`config.mk`:
```
export PLATFORM = sky130hd
export DESIGN_NAME = string_hw_engine
export DESIGN_NICKNAME = d
export VERILOG_FILES = /design/src/rtl/string_hw_pkg.sv /design/src/rtl/string_hw_char_unit.sv /design/src/rtl/string_hw_engine.sv
export SDC_FILE = /design/constraint.sdc
export NUM_CORES = 1
export LEC_CHECK = 0
export ABC_AREA = 1
export CORE_MARGIN = 4
export CORE_UTILIZATION = 47
export CTS_CLUSTER_SIZE = 25
export DETAILED_ROUTE_END_ITERATION = 10
export PLACE_DENSITY = 0.89
export SYNTH_ARGS = -nofsm -noshare
export SYNTH_HDL_FRONTEND = slang
export SYNTH_SLANG_ARGS = --single-unit
```
`constraint.sdc`:
```
create_clock -name clk -period 3.1 [get_ports clk]
set_input_delay 0.62 -clock clk [delete_from_list [all_inputs] [get_ports clk]]
set_output_delay 0.62 -clock clk [all_outputs]
set_load 0.05 [all_outputs]
```
`src/rtl/string_hw_pkg.sv`:
```
// string_hw_pkg: shared types and constants for the string accelerator and
// its driver-side software/bench.
//   op_e    : operation select codes carried on the engine's index port
//   state_e : engine FSM state codes
//   ASCII range bounds and the case delta used by the case converter
//   not_found() : FIND "no hit" value for a given MAX_LEN
package string_hw_pkg;

    localparam int CHAR_W = 8;

    localparam logic [CHAR_W-1:0] ASCII_LC_A = 8'h61;
    localparam logic [CHAR_W-1:0] ASCII_LC_Z = 8'h7A;
    localparam logic [CHAR_W-1:0] ASCII_UC_A = 8'h41;
    localparam logic [CHAR_W-1:0] ASCII_UC_Z = 8'h5A;
    localparam logic [CHAR_W-1:0] CASE_DELTA = 8'd32;

    typedef enum logic [2:0] {
        OP_CMP     = 3'd0,
        OP_UPPER   = 3'd1,
        OP_LOWER   = 3'd2,
        OP_FIND    = 3'd3,
        OP_REVERSE = 3'd4
    } op_e;

    typedef enum logic [1:0] {
        S_IDLE = 2'd0,
        S_RUN  = 2'd1,
        S_DONE = 2'd2
    } state_e;

    // FIND reports one past the last legal position when nothing matches.
    function automatic int not_found(input int max_len);
        return max_len;
    endfunction

endpackage

```
`src/rtl/string_hw_char_unit.sv`:
```
// string_hw_char_unit: combinational single-character case converter.
//   ch       in  CHAR_W  character to convert
//   op       in  3       operation select (op_e); only UPPER/LOWER convert
//   conv     out CHAR_W  converted character (pass-through otherwise)
//   is_alpha out 1       ch is an ASCII letter of either case
module string_hw_char_unit
    import string_hw_pkg::*;
(
    input  logic [CHAR_W-1:0] ch,
    input  logic [2:0]        op,
    output logic [CHAR_W-1:0] conv,
    output logic              is_alpha
);

    logic is_lc, is_uc;

    always_comb begin
        is_lc    = (ch >= ASCII_LC_A) && (ch <= ASCII_LC_Z);
        is_uc    = (ch >= ASCII_UC_A) && (ch <= ASCII_UC_Z);
        is_alpha = is_lc || is_uc;
        conv     = ch;
        // Offsets only ever apply inside the letter ranges, so no wrap.
        if (op == OP_UPPER && is_lc)
            conv = ch - CASE_DELTA;
        else if (op == OP_LOWER && is_uc)
            conv = ch + CASE_DELTA;
    end

endmodule

```
`src/rtl/string_hw_engine.sv`:
```
// string_hw_engine: multi-op string accelerator, one character per clock.
// Latches A/B, their lengths and the op on go, runs, then holds results in
// DONE until go drops.
//   clk, reset (async, active low)
//   go, index (op_e), A, B, lengthA, lengthB      request, sampled in IDLE
//   busy (RUN), done (DONE), error                status
//   result, result_len, result_val                results, valid with done
// Optional feature: define STRING_HW_REVERSE_EN to enable op 4 (REVERSE);
// without it op 4 is rejected as illegal and no reverse datapath exists.
module string_hw_engine
    import string_hw_pkg::*;
#(
    parameter int MAX_LEN = 16,
    parameter int LEN_W   = $clog2(MAX_LEN + 1)
) (
    input  logic                            clk,
    input  logic                            reset,
    input  logic                            go,
    input  logic [2:0]                      index,
    input  logic [0:MAX_LEN-1][CHAR_W-1:0]  A,
    input  logic [0:MAX_LEN-1][CHAR_W-1:0]  B,
    input  logic [LEN_W-1:0]                lengthA,
    input  logic [LEN_W-1:0]                lengthB,
    output logic                            busy,
    output logic                            done,
    output logic                            error,
    output logic [0:MAX_LEN-1][CHAR_W-1:0]  result,
    output logic [LEN_W-1:0]                result_len,
    output logic [LEN_W-1:0]                result_val
);

    localparam int              IDX_W = $clog2(MAX_LEN);
    localparam logic [LEN_W-1:0] MAXL = LEN_W'(MAX_LEN);
    localparam logic [LEN_W-1:0] NF   = LEN_W'(not_found(MAX_LEN));

    localparam logic [1:0] ST_IDLE = S_IDLE;
    localparam logic [1:0] ST_RUN  = S_RUN;
    localparam logic [1:0] ST_DONE = S_DONE;

    logic [1:0]                     state;
    logic [0:MAX_LEN-1][CHAR_W-1:0] a_q, b_q;
    logic [LEN_W-1:0]               la_q, lb_q, i_q;
    logic [2:0]                     op_q;
    logic                           stop_q;   // CMP length mismatch: finish on the next edge

    logic                           cmp_op, find_op, op_ok, bad;
    logic [IDX_W-1:0]               ix;
    logic [CHAR_W-1:0]              a_ch, conv_ch;
    logic                           alpha;

    always_comb begin
        cmp_op  = (op_q == OP_CMP);
        find_op = (op_q == OP_FIND);
`ifdef STRING_HW_REVERSE_EN
        op_ok   = (op_q <= OP_REVERSE);
`else
        op_ok   = (op_q <= OP_FIND);
`endif
        // B only matters to CMP and FIND, so only they can be rejected on lengthB.
        bad     = !op_ok || (la_q > MAXL) || ((cmp_op || find_op) && (lb_q > MAXL));
        // i_q < length <= MAX_LEN whenever a position is processed, so the
        // truncated index is exact.
        ix      = IDX_W'(i_q);
        a_ch    = a_q[ix];
    end

`ifdef STRING_HW_REVERSE_EN
    logic [IDX_W-1:0] rpos;
    assign rpos = IDX_W'(la_q - i_q - LEN_W'(1));
`endif

    string_hw_char_unit u_char (
        .ch       (a_ch),
        .op       (op_q),
        .conv     (conv_ch),
        .is_alpha (alpha)
    );

    assign busy = (state == ST_RUN);
    assign done = (state == ST_DONE);

    always_ff @(posedge clk or negedge reset) begin
        if (!reset) begin
            state      <= ST_IDLE;
            a_q        <= '0;
            b_q        <= '0;
            la_q       <= '0;
            lb_q       <= '0;
            op_q       <= '0;
            i_q        <= '0;
            stop_q     <= 1'b0;
            error      <= 1'b0;
            result     <= '0;
            result_len <= '0;
            result_val <= '0;
        end else begin
            case (state)
                ST_IDLE: begin
                    if (go) begin
                        a_q        <= A;
                        b_q        <= B;
                        la_q       <= lengthA;
                        lb_q       <= lengthB;
                        op_q       <= index;
                        i_q        <= '0;
                        stop_q     <= 1'b0;
                        error      <= 1'b0;
                        result     <= '0;
                        result_len <= '0;
                        result_val <= '0;
                        state      <= ST_RUN;
                    end
                end
                ST_RUN: begin
                    if (bad) begin
                        error <= 1'b1;
                        state <= ST_DONE;
                    end else if (stop_q) begin
                        state <= ST_DONE;
                    end else if (cmp_op && (la_q != lb_q)) begin
                        stop_q <= 1'b1;
                    end else if (i_q == la_q) begin
                        // Every position consumed without an early exit.
                        state <= ST_DONE;
                        if (cmp_op)
                            result_val <= LEN_W'(1);
                        else if (find_op)
                            result_val <= NF;
                        else
                            result_len <= la_q;
                    end else begin
                        i_q <= i_q + LEN_W'(1);
                        if (cmp_op) begin
                            // result_val is already 0, so a mismatch just exits.
                            if (a_ch != b_q[ix])
                                state <= ST_DONE;
                        end else if (find_op) begin
                            if ((lb_q != '0) && (a_ch == b_q[0])) begin
                                result_val <= i_q;
                                state      <= ST_DONE;
                            end
`ifdef STRING_HW_REVERSE_EN
                        end else if (op_q == OP_REVERSE) begin
                            result[rpos] <= a_ch;
`endif
                        end else begin
                            // Only letters are rewritten; everything else passes through.
                            result[ix] <= alpha ? conv_ch : a_ch;
                        end
                    end
                end
                ST_DONE: begin
                    if (!go)
                        state <= ST_IDLE;
                end
                default: state <= ST_IDLE;
            endcase
        end
    end

endmodule

```
[Yosys cells after proc, flatten, opt, wreduce, memory -nomap -nowiden]
Cells that the tools add are included.
Storage, ports and cells
  flip-flop bits (word level): 416
  latch bits: 0
  bits in writable memories: 0
  bits in read-only memories: 0
  input port bits: 272
  output and inout bits: 141
  word-level logic and storage cells: 182
  memories: 0
Operators by class
  $add $sub $neg: 3
  multipliers: 0
  div/mod/pow operators: 0
  magnitude comparators: 9
  equality and inequality tests: 26
  shift-type cells: 0
  muxes and demuxes: 61
  bitwise logic cells: 1
  reductions and logical operators: 25
Operators by type and width (number)
  $mux 128: 7
  $pmux 128 s2: 1
  $bwmux 128: 1
  $mux 5: 20
  $bmux 8 s4: 2
  $mux 8: 8
  $demux 8 s4: 1
  $pmux 5 s2: 3
  $reduce_and 8->1: 3
  $mux 2: 10
  $ge 8x7->1 const B: 2
  $le 8x7->1 const B: 2
  $ne 2x2->1 const B: 8
  $ne 6x1->1 const B: 2
  $reduce_and 6->1: 2
  $gt 5x5->1 const B: 2
  $add 8x6->8 const B: 1
  $eq 8x8->1: 1
  $logic_and 1x1->1: 8
  $ne 8x8->1: 1
  $sub 8x6->8 const B: 1
  $eq 3x2->1 const B: 2
  $ne 3x1->1 const B: 2
  $ne 6x3->1 const B: 1
  24 further kinds: 34

[Depth between registers and ports, before layout]
Gate-level depths: netlist of run 1.
  depth after elaboration: 18
  depth in mapped cells: 22
  mapped depth without buffers: 19

[Modules after synthesis]
From an unflattened synthesis of run 1, not the netlist that was laid out.
Second synthesis, totals
  cells, all modules: 2616
  area total of the unflattened synthesis: 19760.2 µm²
By module, submodules not included
  string_hw_engine: instances 1, cells each 2554, area an instance 19429.9 µm², seq. area each 10410.0 µm²
  string_hw_char_unit: instances 1, cells each 62, area an instance 330.3 µm², seq. area each 0.0 µm²

[Worst setup path after synthesis of run 1]
No wires, ideal clock.
  path kind: reg-to-reg
  from: reg i_q[1]
  to: reg result[102] (netlist name)
  setup time: 119 ps
  arrival time: 2779 ps
  data required time: 2981 ps
  slack: 202 ps
  stages on the path, launching flop included: 21
  buffers on the path: 5
  period minus slack after synthesis: 2898 ps
  path through: dfrtp_1 inv_2 buf_1 nand3_1 nand2_1 nand2_1 nand2_1 inv_1 nand2_1 buf_4 clkbuf_1 ha_1 and3_1 nand2_1 nand2_1 nand3_2 or2_1 buf_6 buf_6 nand4_1 nand2_1
Between the ends
  cells in the longest elaborated chain, start to end: 18
  elaborated cells on any way between the ends: 34
  those cells by class: add/sub (2); order compare (6); eq/ne (2); mux (16); bitwise (1); reduce/logical (7)
Ends and longest elaborated chain
  start, declared: RTL line string_hw_engine.sv:42  | logic [LEN_W-1:0] la_q, lb_q, i_q;
  start signal, assigned: RTL line string_hw_engine.sv:132  | i_q <= i_q + LEN_W'(1);
  $not 4->5: RTL line string_hw_engine.sv:64, string_hw_engine.sv:148
  $bmux 8 s4: RTL line string_hw_engine.sv:64  | a_ch = a_q[ix];
  $mux 8 (not written as such) (2 in series): RTL line string_hw_engine.sv:64
  $ge 8x7->1 or $le 8x7->1 (tied branches): RTL line string_hw_char_unit.sv:19  | is_uc = (ch >= ASCII_UC_A) && (ch <= ASCII_UC_Z);
  $logic_and 1x1->1: RTL line string_hw_char_unit.sv:19
  $logic_and 1x1->1: RTL line string_hw_char_unit.sv:25  | else if (op == OP_LOWER && is_uc)
  $mux 8: RTL line string_hw_char_unit.sv:25
  $mux 8: RTL line string_hw_char_unit.sv:23  | if (op == OP_UPPER && is_lc)
  $mux 8: RTL line string_hw_engine.sv:148  | result[ix] <= alpha ? conv_ch : a_ch;
  $bwmux 128: RTL line string_hw_engine.sv:148
  $mux 128: RTL line string_hw_engine.sv:137  | end else if (find_op) begin
  $mux 128: RTL line string_hw_engine.sv:133  | if (cmp_op) begin
  $mux 128: RTL line string_hw_engine.sv:122  | end else if (i_q == la_q) begin
  $mux 128: RTL line string_hw_engine.sv:120  | end else if (cmp_op && (la_q != lb_q)) begin
  $mux 128: RTL line string_hw_engine.sv:118  | end else if (stop_q) begin
  $mux 128: RTL line string_hw_engine.sv:115  | if (bad) begin
  $pmux 128 s2: RTL line string_hw_engine.sv:97  | case (state)
  end signal, assigned by index: RTL line string_hw_engine.sv:148
  end, declared: RTL line string_hw_engine.sv:27  | output logic [0:MAX_LEN-1][CHAR_W-1:0] result,
Several ways; a longest one is shown, not always the timed one. The select of a mux whose other input is x is not followed.
A chain may end at the register's enable or synchronous reset.

[Final worst setup path of run 1]
  from: reg i_q[0]
  to: reg result[39] (netlist name)
Same word-level chain as after synthesis.

==> results of run 1 <==
==> power groups by stage <==
stage | registers, mW | clock network (mW) | logic [mW]
2_1_floorplan | 8.42 | 0 | 6.86
3_3_place_gp | 8.12 | 0 | 10.6
3_5_place_dp | 8.21 | 0 | 10.9
4_1_cts | 8.13 | 5.44 | 10.9
5_1_grt | 8.35 | 5.66 | 12.4
6_report | 8.15 | 5.36 | 11.2
==> layout make-up <==
class,count,area share [%]
Tap cell,532,2.58
Timing Repair Buffer,466,18.1
Sequential cell,416,40.4
Inverter,200,2.95
Multi-Input combinational cell,1825,30.2
Clock inverter,19,0.538
Clock buffer,63,5.22
Antenna cell,9,0.0873
==> timing repair <==
action,in CTS,in global routing
gates resized for setup,1,12
pin swaps,0,1
gates cloned,0,2
endpoints found under the setup margin,9,93
hold buffers,0,0
endpoints found under the hold margin,0,0
==> how the worst max path moves through the flow <==
stage                        endpoint  slack, ns  depth (start not counted)
final                      result[39]       0.05                         18
after CTS                  result[77]      0.008                         17
after global routing      result[119]      -0.13                         19
after global placement     result[17]      -0.25                         12
after floorplan           result[102]       0.20                         20
after detailed placement   result[20]      -0.42                         12
==> cell families (layout without fill, tap and decap cells) <==
family,Yosys count,after routing,share of synthesized area (%)
buffers and inverters,329,748,7.08
XOR/XNOR,13,13,0.584
AO/OA/AOI/OAI,326,326,8.73
other,0,9,0
AND/OR/NAND/NOR,1478,1479,29.8
adder cells (fa/ha/maj),7,7,0.449
flip-flops,416,416,53.4
==> through the flow <==
step / total power [mW] / cell area, µm² / utilization, %
after floorplan: 15.3 / 19500 / -
after global routing: 26.4 / 25800 / 63.0
after global placement: 18.7 / 24200 / 59.2
after CTS: 24.5 / 25700 / 62.8
final: 24.8 / 25800 / 63.0
after detailed placement: 19.1 / 24200 / 59.2
==> state kept, by name (all words and copies together), names as in the netlist <==
signal,count
stop_q,1
i_q,5
lb_q,5
error,1
op_q,3
result,128
b_q,128
la_q,5
result_val,5
a_q,128
state,2
result_len,5
==> per-layer routing <==
metal,up-vias,global-route usage [%]
li1,8758,-
met1,8679,36.5
met2,901,44.3
met3,219,5.13
met4,10,14.1
met5,-,0
==> layout by cell type, fill, tap and decap left out, types with 3 or more instances in the layout <==
cell	netlist	final
nor2_1	213	205
o22ai_1	6	6
buf_4	8	45
nand2_1	1119	1118
clkinvlp_4	0	3
clkbuf_8	0	11
dfrtp_1	416	414
clkbuf_1	74	5
nor2_2	8	9
o211ai_1	5	5
a21oi_1	18	18
xor2_1	10	10
nand2_2	4	4
inv_2	7	4
nor2_4	2	9
clkdlybuf4s50_1	0	410
nand4_1	24	24
clkbuf_16	0	48
diode_2	0	9
o21ai_1	7	7
o21ai_2	11	11
nor3_1	10	10
xnor2_1	3	3
clkinv_2	0	14
inv_1	192	192
buf_12	0	8
ha_1	7	7
o21ai_0	276	276
nand3_1	90	90
==> worst max-delay path: stages, from the launching register on <==
cell     delay, ns
dfrtp_4       0.56
buf_16        0.21
nor2_1        0.15
nor2_1        0.05
nand2_1       0.08
nand2_1       0.05
nand2_1       0.05
nand2_1       0.13
nor2_4        0.19
buf_4         0.23
nand4_1       0.13
nand2_1       0.09
nand2_1       0.09
nand3_2       0.12
nand2_1       0.06
nand2_1       0.10
nand2_2       0.31
nand3_1       0.18
nand2_1       0.08
==> impl_metrics.py, run 1 <==
metrics = {
    "global_routing": {
        "track_usage_pct": 27.7,
        "grt_max_degree": 235,
        "grt_overflow": 0,
        "grt_antenna_before_repair": 14,
        "grt_pass1_wl_mm": 98.2,
        "grt_pass1_vias": 18000,
    },
    "timing": {
        "fin_skew_ns": 0.0220,
        "slew_headroom_pct": 36.6,
        "rsz0062_at_grt": "true",
        "setup_viol": 0,
        "slew_viol_final": 0,
        "fin_ws_ns": 0.0489,
        "min_period_ns": 3.05,
        "worst_slew_pin_slew_ns": 0.951,
        "fin_crit_sh_pct": 98.4,
        "whs_ns": 0.0367,
        "tns_ns": 0,
        "finalHoldViolCount": 0,
        "clock.fmax_ghz": 0.328,
    },
    "cts": {
        "clk_pin_slew_ns": 0.06,
        "cts.htree.levels": 2,
        "numCtsBuffers": 45,
        "cts_max_path_buffers": 3,
        "postCtsSetupBuffers": 0,
        "clockRootBuffer": "clkbuf_16",
        "clock-sinks": 416,
        "cts_tree": "done",
        "insertion_delay_ns": 0.58,
    },
    "routing": {
        "wl_met1_mm": 25.5,
        "route.met3.wl_mm": 4.98,
        "wire_per_inst_um": 18.3,
        "drcViolationCount": 0,
        "ant_nets": 0,
        "drt-initial-drc-count": 1675,
        "top_layer": "met5",
        "routed-via-count": 18600,
        "routed-wl-met2_mm": 30.6,
        "firstDrtPassIters": 6,
        "wirelength_mm": 64.5,
        "vias_per_cell": 5.26,
    },
    "setup_path": {
        "reg2reg_to": "result[39]",
        "crit_path_end_kind": "register",
        "startpoint_type": "register",
        "worstSetupStartpoint": "i_q[0]",
        "cp_max_fo": 52,
        "reg2reg_from": "i_q[0]",
        "regToRegSetupSlack_ns": 0.05,
        "cp.arrival_ns": 3.50,
        "worstRegToRegCells": 18,
        "path_class": "register to register",
        "required_ns": 3.55,
    },
    "finish": {
        "syn2layout_area_growth_pct": 32.3,
        "fillers": 3420,
        "register_area_um2": 10400,
        "stdcell_count": 3530,
        "final_nets": 3233,
        "drive_gt1_share_pct": 6.09,
        "multi_input_area_um2": 7780,
    },
    "power": {
        "vdd_drop_max_v": 0.000681,
        "power.share.switching_pct": 44.2,
        "comb_power_share_pct": 45.4,
        "pwr-share-clk_pct": 21.6,
        "power.leakage_nw": 12.8,
        "p_sw_mw": 10.9,
        "intPower_mw": 13.8,
        "power_density_nw_per_um2": 959,
        "p_seq_share_pct": 32.9,
    },
    "run": {
        "maxCapViolations": 0,
    },
    "yosys": {
        "synth_top_area_share_pct": 53.4,
        "ys_seq_area_share_pct": 53.4,
        "async_flop_share_pct": 100,
        "synthesis.area_um2": 19500,
        "ys_top_cells_by_area": "dfrtp_1 (53%), nand2_1 (22%), o21ai_0 (7.1%)",
        "synth_most_common_cell": "nand2_1",
        "synth_common_cells": "nand2_1 (1,119), dfrtp_1 (416), o21ai_0 (276)",
        "synth.avg_cell_area_um2": 7.59,
        "synth_cells": 2569,
        "yosys_warnings": 0,
        "syn-num-nets": 2848,
        "synth_top_area_cell": "dfrtp_1",
        "synth_cell_types": 35,
        "synth-seq-cells": 416,
        "synthFlopType": "dfrtp_1",
        "synth_edf_count": 0,
    },
    "floorplanning": {
        "rows": 74,
        "ios": 413,
        "chipWidth_um": 212,
        "dieArea_um2": 44800,
        "start_util_pct": 47.6,
        "die_h_um": 212,
        "coreArea_um2": 40900,
    },
    "placement": {
        "port_buffers": 412,
        "placed_cells": 3437,
        "dp_hpwl_mm": 44.0,
        "pre_cts_ws_ns": -0.422,
        "gp_congestion": 0.923,
    },
    "min_path": {
        "holdCritPathClass": "input port to asynchronous set/reset pin",
    },
    "status": {
        "outcome": "finished, final reports clean",
    },
}
Power figures use the tool's default switching activity.
==> run 2: changes to the inputs <==
--- a/config.mk
+++ b/config.mk
@@ -6,6 +6,7 @@
 export NUM_CORES = 1
 export LEC_CHECK = 0
 export ABC_AREA = 1
+export CAP_MARGIN = 25
 export CORE_MARGIN = 4
 export CORE_UTILIZATION = 47
 export CTS_CLUSTER_SIZE = 25
==> results of run 2 <==
The final DEF is identical to that of run 1; final timing and power are the same.
